<file path="src/rtl/mem_access_unit_if.sv">
// Pipeline-side request/response and data-bus signals of mem_access_unit.
// slave = the unit's view; master = the pipeline plus bus environment driving it.
interface mem_access_unit_if #(
  parameter int DATA_W = 64,
  parameter int ADDR_W = 64
);
  localparam int BYTES = DATA_W / 8;

  logic              req_valid;
  logic              req_ready;
  logic              req_we;
  logic [2:0]        req_ctrl;
  logic [ADDR_W-1:0] req_addr;
  logic [DATA_W-1:0] req_wdata;
  logic              flush;
  logic              resp_valid;
  logic [DATA_W-1:0] resp_data;
  logic              resp_mmio;
  logic              resp_misalign;
  logic              busy;
  logic              dreq_valid;
  logic [ADDR_W-1:0] dreq_addr;
  logic [2:0]        dreq_size;
  logic [BYTES-1:0]  dreq_strobe;
  logic [DATA_W-1:0] dreq_data;
  logic              dresp_data_ok;
  logic [DATA_W-1:0] dresp_data;

  modport slave (
    input  req_valid, req_we, req_ctrl, req_addr, req_wdata, flush, dresp_data_ok, dresp_data,
    output req_ready, resp_valid, resp_data, resp_mmio, resp_misalign, busy,
           dreq_valid, dreq_addr, dreq_size, dreq_strobe, dreq_data
  );

  modport master (
    output req_valid, req_we, req_ctrl, req_addr, req_wdata, flush, dresp_data_ok, dresp_data,
    input  req_ready, resp_valid, resp_data, resp_mmio, resp_misalign, busy,
           dreq_valid, dreq_addr, dreq_size, dreq_strobe, dreq_data
  );
endinterface

</file>
<file path="src/rtl/mem_access_unit.sv">
// Load/store unit: one access in flight, response one cycle after data_ok; req_ready only when idle,
// bus request held until data_ok even across a flush. Option macro: MISALIGN_TRAP_EN.
module mem_access_unit #(
  parameter int DATA_W   = 64,
  parameter int ADDR_W   = 64,
  parameter int MMIO_BIT = 31
) (
  input  logic             clk,
  input  logic             reset,
  mem_access_unit_if.slave bus
);
  localparam int BYTES = DATA_W / 8;
  localparam int OFF_W = $clog2(BYTES);

  typedef enum logic [1:0] {IDLE, WAIT, DONE, DRAIN} state_t;

  state_t            state;
  logic              we_q;
  logic              uns_q;
  logic [1:0]        size_q;
  logic [OFF_W-1:0]  off_q;
  logic              mmio_q;
  logic              ready_q;
  logic              busy_q;
  logic              resp_q;
  logic              resp_mmio_q;
  logic              resp_mis_q;
  logic [DATA_W-1:0] resp_data_q;
  logic              dreq_valid_q;
  logic [ADDR_W-1:0] dreq_addr_q;
  logic [2:0]        dreq_size_q;
  logic [BYTES-1:0]  dreq_strobe_q;
  logic [DATA_W-1:0] dreq_data_q;
  logic [1:0]        req_size;
  logic [OFF_W-1:0]  req_off;

  // A doubleword access on a 32-bit bus is not representable; it degrades to a word.
  function automatic logic [1:0] clamp_size(input logic [1:0] s);
    return (DATA_W == 32 && s == 2'd3) ? 2'd2 : s;
  endfunction

  function automatic logic [BYTES-1:0] lane_strobe(input logic [1:0] s, input logic [OFF_W-1:0] off);
    logic [2*BYTES-1:0] ones;
    ones = '0;
    for (int i = 0; i < BYTES; i++) ones[i] = (i < (1 << s));
    ones = ones << off;
    return ones[BYTES-1:0];
  endfunction

  function automatic logic [DATA_W-1:0] load_extend(input logic [DATA_W-1:0] word, input logic [1:0] s,
                                                    input logic [OFF_W-1:0] off, input logic uns);
    int                nbits;
    logic [DATA_W-1:0] raw;
    logic [DATA_W-1:0] hi_mask;
    logic [DATA_W-1:0] top;
    nbits = 8 << s;
    if (nbits >= DATA_W) return word;
    raw     = word >> {off, 3'b000};
    hi_mask = {DATA_W{1'b1}} << nbits;
    top     = raw >> (nbits - 1);
    return (raw & ~hi_mask) | ((top[0] && !uns) ? hi_mask : '0);
  endfunction

  assign req_size = clamp_size(bus.req_ctrl[1:0]);
  assign req_off  = bus.req_addr[OFF_W-1:0];

`ifdef MISALIGN_TRAP_EN
  logic req_mis;
  assign req_mis = (bus.req_addr[2:0] & 3'((1 << req_size) - 1)) != 3'd0;
`endif

  always_ff @(posedge clk) begin
    if (reset) begin
      state         <= IDLE;
      we_q          <= 1'b0;
      uns_q         <= 1'b0;
      size_q        <= '0;
      off_q         <= '0;
      mmio_q        <= 1'b0;
      ready_q       <= 1'b1;
      busy_q        <= 1'b0;
      resp_q        <= 1'b0;
      resp_mmio_q   <= 1'b0;
      resp_mis_q    <= 1'b0;
      resp_data_q   <= '0;
      dreq_valid_q  <= 1'b0;
      dreq_addr_q   <= '0;
      dreq_size_q   <= '0;
      dreq_strobe_q <= '0;
      dreq_data_q   <= '0;
    end else begin
      case (state)
        IDLE: begin
          if (bus.req_valid && !bus.flush) begin
            we_q    <= bus.req_we;
            uns_q   <= bus.req_ctrl[2];
            size_q  <= req_size;
            off_q   <= req_off;
            mmio_q  <= ~bus.req_addr[MMIO_BIT];
            ready_q <= 1'b0;
            busy_q  <= 1'b1;
`ifdef MISALIGN_TRAP_EN
            if (req_mis) begin
              resp_q      <= 1'b1;
              resp_data_q <= '0;
              resp_mmio_q <= ~bus.req_addr[MMIO_BIT];
              resp_mis_q  <= 1'b1;
              state       <= DONE;
            end else begin
`endif
              dreq_valid_q  <= 1'b1;
              dreq_addr_q   <= bus.req_addr;
              dreq_size_q   <= {1'b0, req_size};
              dreq_strobe_q <= bus.req_we ? lane_strobe(req_size, req_off) : '0;
              dreq_data_q   <= bus.req_wdata << {req_off, 3'b000};
              state         <= WAIT;
`ifdef MISALIGN_TRAP_EN
            end
`endif
          end
        end
        WAIT: begin
          if (bus.dresp_data_ok) begin
            dreq_valid_q  <= 1'b0;
            dreq_addr_q   <= '0;
            dreq_size_q   <= '0;
            dreq_strobe_q <= '0;
            dreq_data_q   <= '0;
            if (bus.flush) begin
              state   <= IDLE;
              ready_q <= 1'b1;
              busy_q  <= 1'b0;
            end else begin
              resp_q      <= 1'b1;
              resp_data_q <= we_q ? '0 : load_extend(bus.dresp_data, size_q, off_q, uns_q);
              resp_mmio_q <= mmio_q;
              resp_mis_q  <= 1'b0;
              state       <= DONE;
            end
          end else if (bus.flush) begin
            state <= DRAIN;
          end
        end
        DONE: begin
          resp_q      <= 1'b0;
          resp_data_q <= '0;
          resp_mmio_q <= 1'b0;
          resp_mis_q  <= 1'b0;
          ready_q     <= 1'b1;
          busy_q      <= 1'b0;
          state       <= IDLE;
        end
        default: begin
          // DRAIN: the bus still owes a data phase; swallow it silently.
          if (bus.dresp_data_ok) begin
            dreq_valid_q  <= 1'b0;
            dreq_addr_q   <= '0;
            dreq_size_q   <= '0;
            dreq_strobe_q <= '0;
            dreq_data_q   <= '0;
            ready_q       <= 1'b1;
            busy_q        <= 1'b0;
            state         <= IDLE;
          end
        end
      endcase
    end
  end

  assign bus.req_ready     = ready_q;
  assign bus.busy          = busy_q;
  assign bus.resp_valid    = resp_q & ~bus.flush;
  assign bus.resp_data     = resp_data_q;
  assign bus.resp_mmio     = resp_mmio_q;
  assign bus.resp_misalign = resp_mis_q;
  assign bus.dreq_valid    = dreq_valid_q;
  assign bus.dreq_addr     = dreq_addr_q;
  assign bus.dreq_size     = dreq_size_q;
  assign bus.dreq_strobe   = dreq_strobe_q;
  assign bus.dreq_data     = dreq_data_q;
endmodule

</file>
<file path="src/flat_wrapper.sv">
// flat-port wrapper written by rule: the top's interface ports become plain ports
module mem_access_unit_flat 
#(
  parameter int DATA_W   = 64,
  parameter int ADDR_W   = 64,
  parameter int MMIO_BIT = 31
)
  (clk, reset, bus_req_valid, bus_req_we, bus_req_ctrl, bus_req_addr, bus_req_wdata, bus_flush, bus_dresp_data_ok, bus_dresp_data, bus_req_ready, bus_resp_valid, bus_resp_data, bus_resp_mmio, bus_resp_misalign, bus_busy, bus_dreq_valid, bus_dreq_addr, bus_dreq_size, bus_dreq_strobe, bus_dreq_data);
  mem_access_unit_if #(.DATA_W(DATA_W), .ADDR_W(ADDR_W)) bus_i ();
  input  logic clk;
  input  logic reset;
  input wire logic [$bits(bus_i.req_valid)-1:0] bus_req_valid;
  input wire logic [$bits(bus_i.req_we)-1:0] bus_req_we;
  input wire logic [$bits(bus_i.req_ctrl)-1:0] bus_req_ctrl;
  input wire logic [$bits(bus_i.req_addr)-1:0] bus_req_addr;
  input wire logic [$bits(bus_i.req_wdata)-1:0] bus_req_wdata;
  input wire logic [$bits(bus_i.flush)-1:0] bus_flush;
  input wire logic [$bits(bus_i.dresp_data_ok)-1:0] bus_dresp_data_ok;
  input wire logic [$bits(bus_i.dresp_data)-1:0] bus_dresp_data;
  output wire logic [$bits(bus_i.req_ready)-1:0] bus_req_ready;
  output wire logic [$bits(bus_i.resp_valid)-1:0] bus_resp_valid;
  output wire logic [$bits(bus_i.resp_data)-1:0] bus_resp_data;
  output wire logic [$bits(bus_i.resp_mmio)-1:0] bus_resp_mmio;
  output wire logic [$bits(bus_i.resp_misalign)-1:0] bus_resp_misalign;
  output wire logic [$bits(bus_i.busy)-1:0] bus_busy;
  output wire logic [$bits(bus_i.dreq_valid)-1:0] bus_dreq_valid;
  output wire logic [$bits(bus_i.dreq_addr)-1:0] bus_dreq_addr;
  output wire logic [$bits(bus_i.dreq_size)-1:0] bus_dreq_size;
  output wire logic [$bits(bus_i.dreq_strobe)-1:0] bus_dreq_strobe;
  output wire logic [$bits(bus_i.dreq_data)-1:0] bus_dreq_data;
  assign bus_i.req_valid = bus_req_valid;
  assign bus_i.req_we = bus_req_we;
  assign bus_i.req_ctrl = bus_req_ctrl;
  assign bus_i.req_addr = bus_req_addr;
  assign bus_i.req_wdata = bus_req_wdata;
  assign bus_i.flush = bus_flush;
  assign bus_i.dresp_data_ok = bus_dresp_data_ok;
  assign bus_i.dresp_data = bus_dresp_data;
  assign bus_req_ready = bus_i.req_ready;
  assign bus_resp_valid = bus_i.resp_valid;
  assign bus_resp_data = bus_i.resp_data;
  assign bus_resp_mmio = bus_i.resp_mmio;
  assign bus_resp_misalign = bus_i.resp_misalign;
  assign bus_busy = bus_i.busy;
  assign bus_dreq_valid = bus_i.dreq_valid;
  assign bus_dreq_addr = bus_i.dreq_addr;
  assign bus_dreq_size = bus_i.dreq_size;
  assign bus_dreq_strobe = bus_i.dreq_strobe;
  assign bus_dreq_data = bus_i.dreq_data;
  mem_access_unit #(.DATA_W(DATA_W), .ADDR_W(ADDR_W), .MMIO_BIT(MMIO_BIT)) u_core (.clk(clk), .reset(reset), .bus(bus_i));
endmodule
</file>
<file path="config.mk">
export PLATFORM = sky130hd
export DESIGN_NAME = mem_access_unit_flat
export DESIGN_NICKNAME = d
export VERILOG_FILES = /design/src/rtl/mem_access_unit_if.sv /design/src/rtl/mem_access_unit.sv /design/src/flat_wrapper.sv
export SDC_FILE = /design/constraint.sdc
export NUM_CORES = 1
export LEC_CHECK = 0
export CAP_MARGIN = 25
export CORE_MARGIN = 5
export CORE_UTILIZATION = 25
export CTS_BUF_LIST = sky130_fd_sc_hd__clkbuf_2 sky130_fd_sc_hd__clkbuf_4 sky130_fd_sc_hd__clkbuf_8
export DETAILED_ROUTE_END_ITERATION = 8
export PLACE_DENSITY = 0.6
export REMOVE_ABC_BUFFERS = 1
export SYNTH_ARGS = -nofsm -noshare
export SYNTH_HDL_FRONTEND = slang
export SYNTH_SLANG_ARGS = --single-unit
export TNS_END_PERCENT = 10
</file>
<file path="constraint.sdc">
create_clock -name clk -period 3.3 [get_ports clk]
set_clock_uncertainty 0.2 [all_clocks]
set_input_delay 0.66 -clock clk [delete_from_list [all_inputs] [get_ports clk]]
set_output_delay 0.66 -clock clk [all_outputs]
set_load 0.02 [all_outputs]
</file>
==> impl_results.md <==
- Nature of the critical path endpoint: flip-flop
- Clk root buf: clkbuf_8
- Period utilization: roughly 91%
- Total Die Area: 0.0491 sq mm
- Half-perimeter wire length after detailed placement: 33.3 mm
- Switching share of power: 33.8%
- Maximum fanout encountered on the critical timing path: 42
- Post-CTS Hold Fix Bufs: 0
- Most used cells in the layout excluding fill and tap cells: clkdlybuf4s50_1 (403), dfxtp_1 (215), a22oi_1 (178)
- Beginning of the worst hold path: u_core.bus.dreq_data[32]
- Sequential share of the synthesized area: 38.8%
- Reg area: 0.00435 sq mm
- Number of port buffers: 407
- Mean post-synth cell area: a little under 9 sq um
- Via count normalized by instance count: 5.16
- Filler Cell Count: 4403
- Total congestion overflow after global routing: 0
- Wirelength, routed: between 40 and 50 mm
- Cell types occupying the most area after synthesis: dfxtp_1 (39%), a22oi_1 (12%), mux2i_1 (7.1%)
- Synth area leader: dfxtp_1
- Leak: 5.94 nW
- DR WL/cell: 20.1 um
- Critical Setup Path Class: flip-flop to flip-flop
- Share of the synthesized area in the top cell type: roughly two fifths
- Post-CTS setup buffers: 0
- Yosys warning count: 0
- Min-Delay Path Depth: 2
- Nets: 1860
- Capture endpoint of the worst hold path: u_core.bus.dreq_data[32]
- Async S/R FF share, synth: 0%
- Final GP Congestion: 0.915
- Pin count of the biggest net entering global routing: 121
- Minimum period implied by the final worst setup slack: 3.02 ns
- Residual antenna-violating net count after detailed routing: 0
- Part of the total power dissipated in the clock network: 34.2%
- Cell area after technology mapping: 0.0112 sq mm
- Worst-case reg-to-reg path depth: 8
- Internal power: 5.76 mW
- Register share of total power: approximately 34%
- Initial antenna violation count: 1
- Fraction of final layout cells sized beyond drive strength 1: 12.3%
- Number of primary I/O pins: 410
- Die Span Y: 222 um
- Area used by multi-input combinational logic: 0.00626 sq mm
- Area Overhead vs Synth: 50.2%
- Max-slew headroom: 41.3%
- Ratio of total power to cell area: 517 mW/mm^2
- Post-cts gate resize count: 0
- DR pass1 iterations: 5
- Maximum capacitance violations: 0
- Ant. Diodes: 0
- Distinct cells, synth: 59
- X dimension of the die: 222 um
- Hold Slack: 0.254 ns
- Switching power of the nets: 2.94 mW
- Final number of max-transition violations: 0
- Row count: between 70 and 80
- Pin slew with the least headroom to its limit: between 0.8 and 0.9 ns
- Total vias in the final route: 11746
- Worst flop-to-flop path startpoint: u_core.off_q[0]
- Prevailing post-synth register cell: dfxtp_1
- Gate Count Post-Synth: 1287
- Worst R2R End: u_core.bus.resp_data[58]
- Worst supply voltage drop on vdd: 0.000331 V
- TritonCTS clock tree: built
- RSZ-0062 raised after global routing: no
- Arrival time of data at the critical path endpoint: 3.23 ns
- Flop-to-flop setup slack: 0.28 ns
- Vias in the first global route: 11817
- Hold violation count in the final report: 0
- Core occupancy in the finished layout: approximately two fifths
- 1st-iter DRT viols: 819
- Clk Latency, worst-skew pair: between 0.5 and 0.6 ns
- Highest achievable clock rate: roughly 0.33 GHz
- Startpoint type of the worst setup path: flip-flop
- Post-synthesis register bit count: about 220
- All-Layer GR Usage: 17.5%
- WP data required: 3.51 ns
- DRC Markers: 0
- Number of synthesized flops with an enable pin: 0
- Wire length of the first global-routing pass: 70.3 mm
- Maximum level of the CTS H-tree: 2
- Most frequent standard cell in the layout excluding fill and tap cells: clkdlybuf4s50_1
- Maximum clock insertion buffer count: 3
- Class of the tightest hold or removal check: flip-flop to flip-flop
- Core area: 0.0442 sq mm
- Clock-pin slew reported for the worst setup and hold paths after clock tree synthesis: 0.05 ns
- Run status: finished clean
- Num CTS Buffers: 42
- Starting density of the core: 25.3%
- TritonCTS sink count: 217
- Count of endpoints failing setup in the final report: 0
- Logic pwr share: 31.7%
[worst max-delay path: stages, from the launching register on]
cell and delay [ns]:
dfxtp_2 0.67, buf_4 0.55, or3_1 0.19, nand3_1 0.07, a311oi_1 0.35, and2b_1 0.27
a21oi_2 0.17, buf_4 0.27, o22ai_1 0.12
[cell type report]
cell class / count / share of cell area (%)
multi-input cells: 926 / 37.3
repair buffers: 458 / 26.8
flip-flops and latches: 217 / 25.9
clock buffers: 66 / 4.92
well taps: 592 / 4.41
clock inverters: 7 / 0.551
inverters: 10 / 0.223
[flip-flops by register name, summed over array words and instances, names as in the netlist]
name	flops
u_core.bus.resp_mmio	1
u_core.bus.dreq_addr	64
u_core.bus.dreq_data	64
u_core.off_q	3
u_core.mmio_q	1
u_core.state	2
u_core.bus.resp_data	64
u_core.we_q	1
u_core.bus.dreq_valid	1
u_core.bus.req_ready	1
u_core.bus.dreq_size	2
u_core.bus.busy	1
u_core.bus.dreq_strobe	8
u_core.uns_q	1
u_core.resp_q	1
u_core.size_q	2
[worst max-delay path by stage]
| stage | from | endpoint | slack [ns] | depth (start not counted) |
|---|---|---|---|---|
| 6_report | u_core.off_q[0] | u_core.bus.resp_data[58] | 0.28 | 8 |
| 4_1_cts | u_core.off_q[0] | u_core.bus.resp_data[58] | 0.30 | 8 |
| 3_5_place_dp | bus_dresp_data[39] | u_core.bus.resp_data[63] | 0.13 | 8 |
| 2_1_floorplan | bus_flush | u_core.bus.dreq_data[15] | -4.56 | 6 |
| 5_1_grt | u_core.off_q[0] | u_core.bus.resp_data[56] | 0.12 | 8 |
| 3_3_place_gp | bus_dresp_data[39] | u_core.bus.resp_data[42] | 0.17 | 8 |
[cell usage after synthesis, types with 2 or more instances]
cell	instances
o21ai_1	3
o211ai_1	9
nand3_1	5
nand3b_1	8
a22o_1	17
mux2i_1	79
buf_1	12
clkinv_1	2
o21a_1	9
nor3_1	4
o31ai_1	2
a221oi_1	15
a21oi_1	54
a22oi_1	178
nor2_1	173
mux4_2	16
clkbuf_1	98
nor3b_1	2
o22ai_1	33
dfxtp_1	217
ha_1	4
buf_6	4
o2bb2ai_1	8
a21o_1	2
buf_2	18
nand2_1	85
o21ai_0	99
nor2b_1	19
buf_4	3
a31oi_1	2
inv_1	8
mux2_2	50
nand2b_1	5
a211oi_1	11
a221o_1	7
or3_1	2
and3_1	2
[power groups by stage]
stage	combinational [mW]	sequential [mW]	clock (mW)
global route	2.96	2.99	3.20
CTS	2.75	2.97	3.08
floorplan	1.14	3.26	0
finish	2.75	2.97	2.97
detailed placement	2.75	3.02	0
global placement	2.72	3.01	0
[through the flow]
step | cells | setup slack, ns | power (mW) | TNS (ns) | cell area (sq um)
3_5_place_dp | 2202 | 0.130 | 5.76 | 0 | 15900
5_1_grt | 2276 | 0.118 | 9.15 | 0 | 16800
4_1_cts | 2275 | 0.297 | 8.80 | 0 | 16800
3_3_place_gp | 2202 | 0.172 | 5.73 | 0 | 15900
2_1_floorplan | 1153 | -4.56 | 4.40 | -534.59 | 10600
6_report | 2276 | 0.282 | 8.69 | 0 | 16800
[logic make-up (layout without fill, tap and decap cells)]
family                     after synthesis  after routing  synth area share, %
adders and majority gates                5              5                0.537
buffers and inverters                  145            541                 5.44
and+or+nand+nor                        312            312                 11.8
AOI/OAI and AO/OA                      461            461                 27.9
muxes                                  146            146                 15.5
other                                    1              2               0.0335
DFF                                    217            217                 38.8
[per-layer routing]
metal	track usage (%)	part of all wire (%)	vias up
met2	29.3	48	520
met1	21.6	41	5649
li1	-	-	5514
met3	6.06	9.5	61
met5	0	0.028	-
met4	4.75	1.8	2
(Power assumes the default switching activity.)
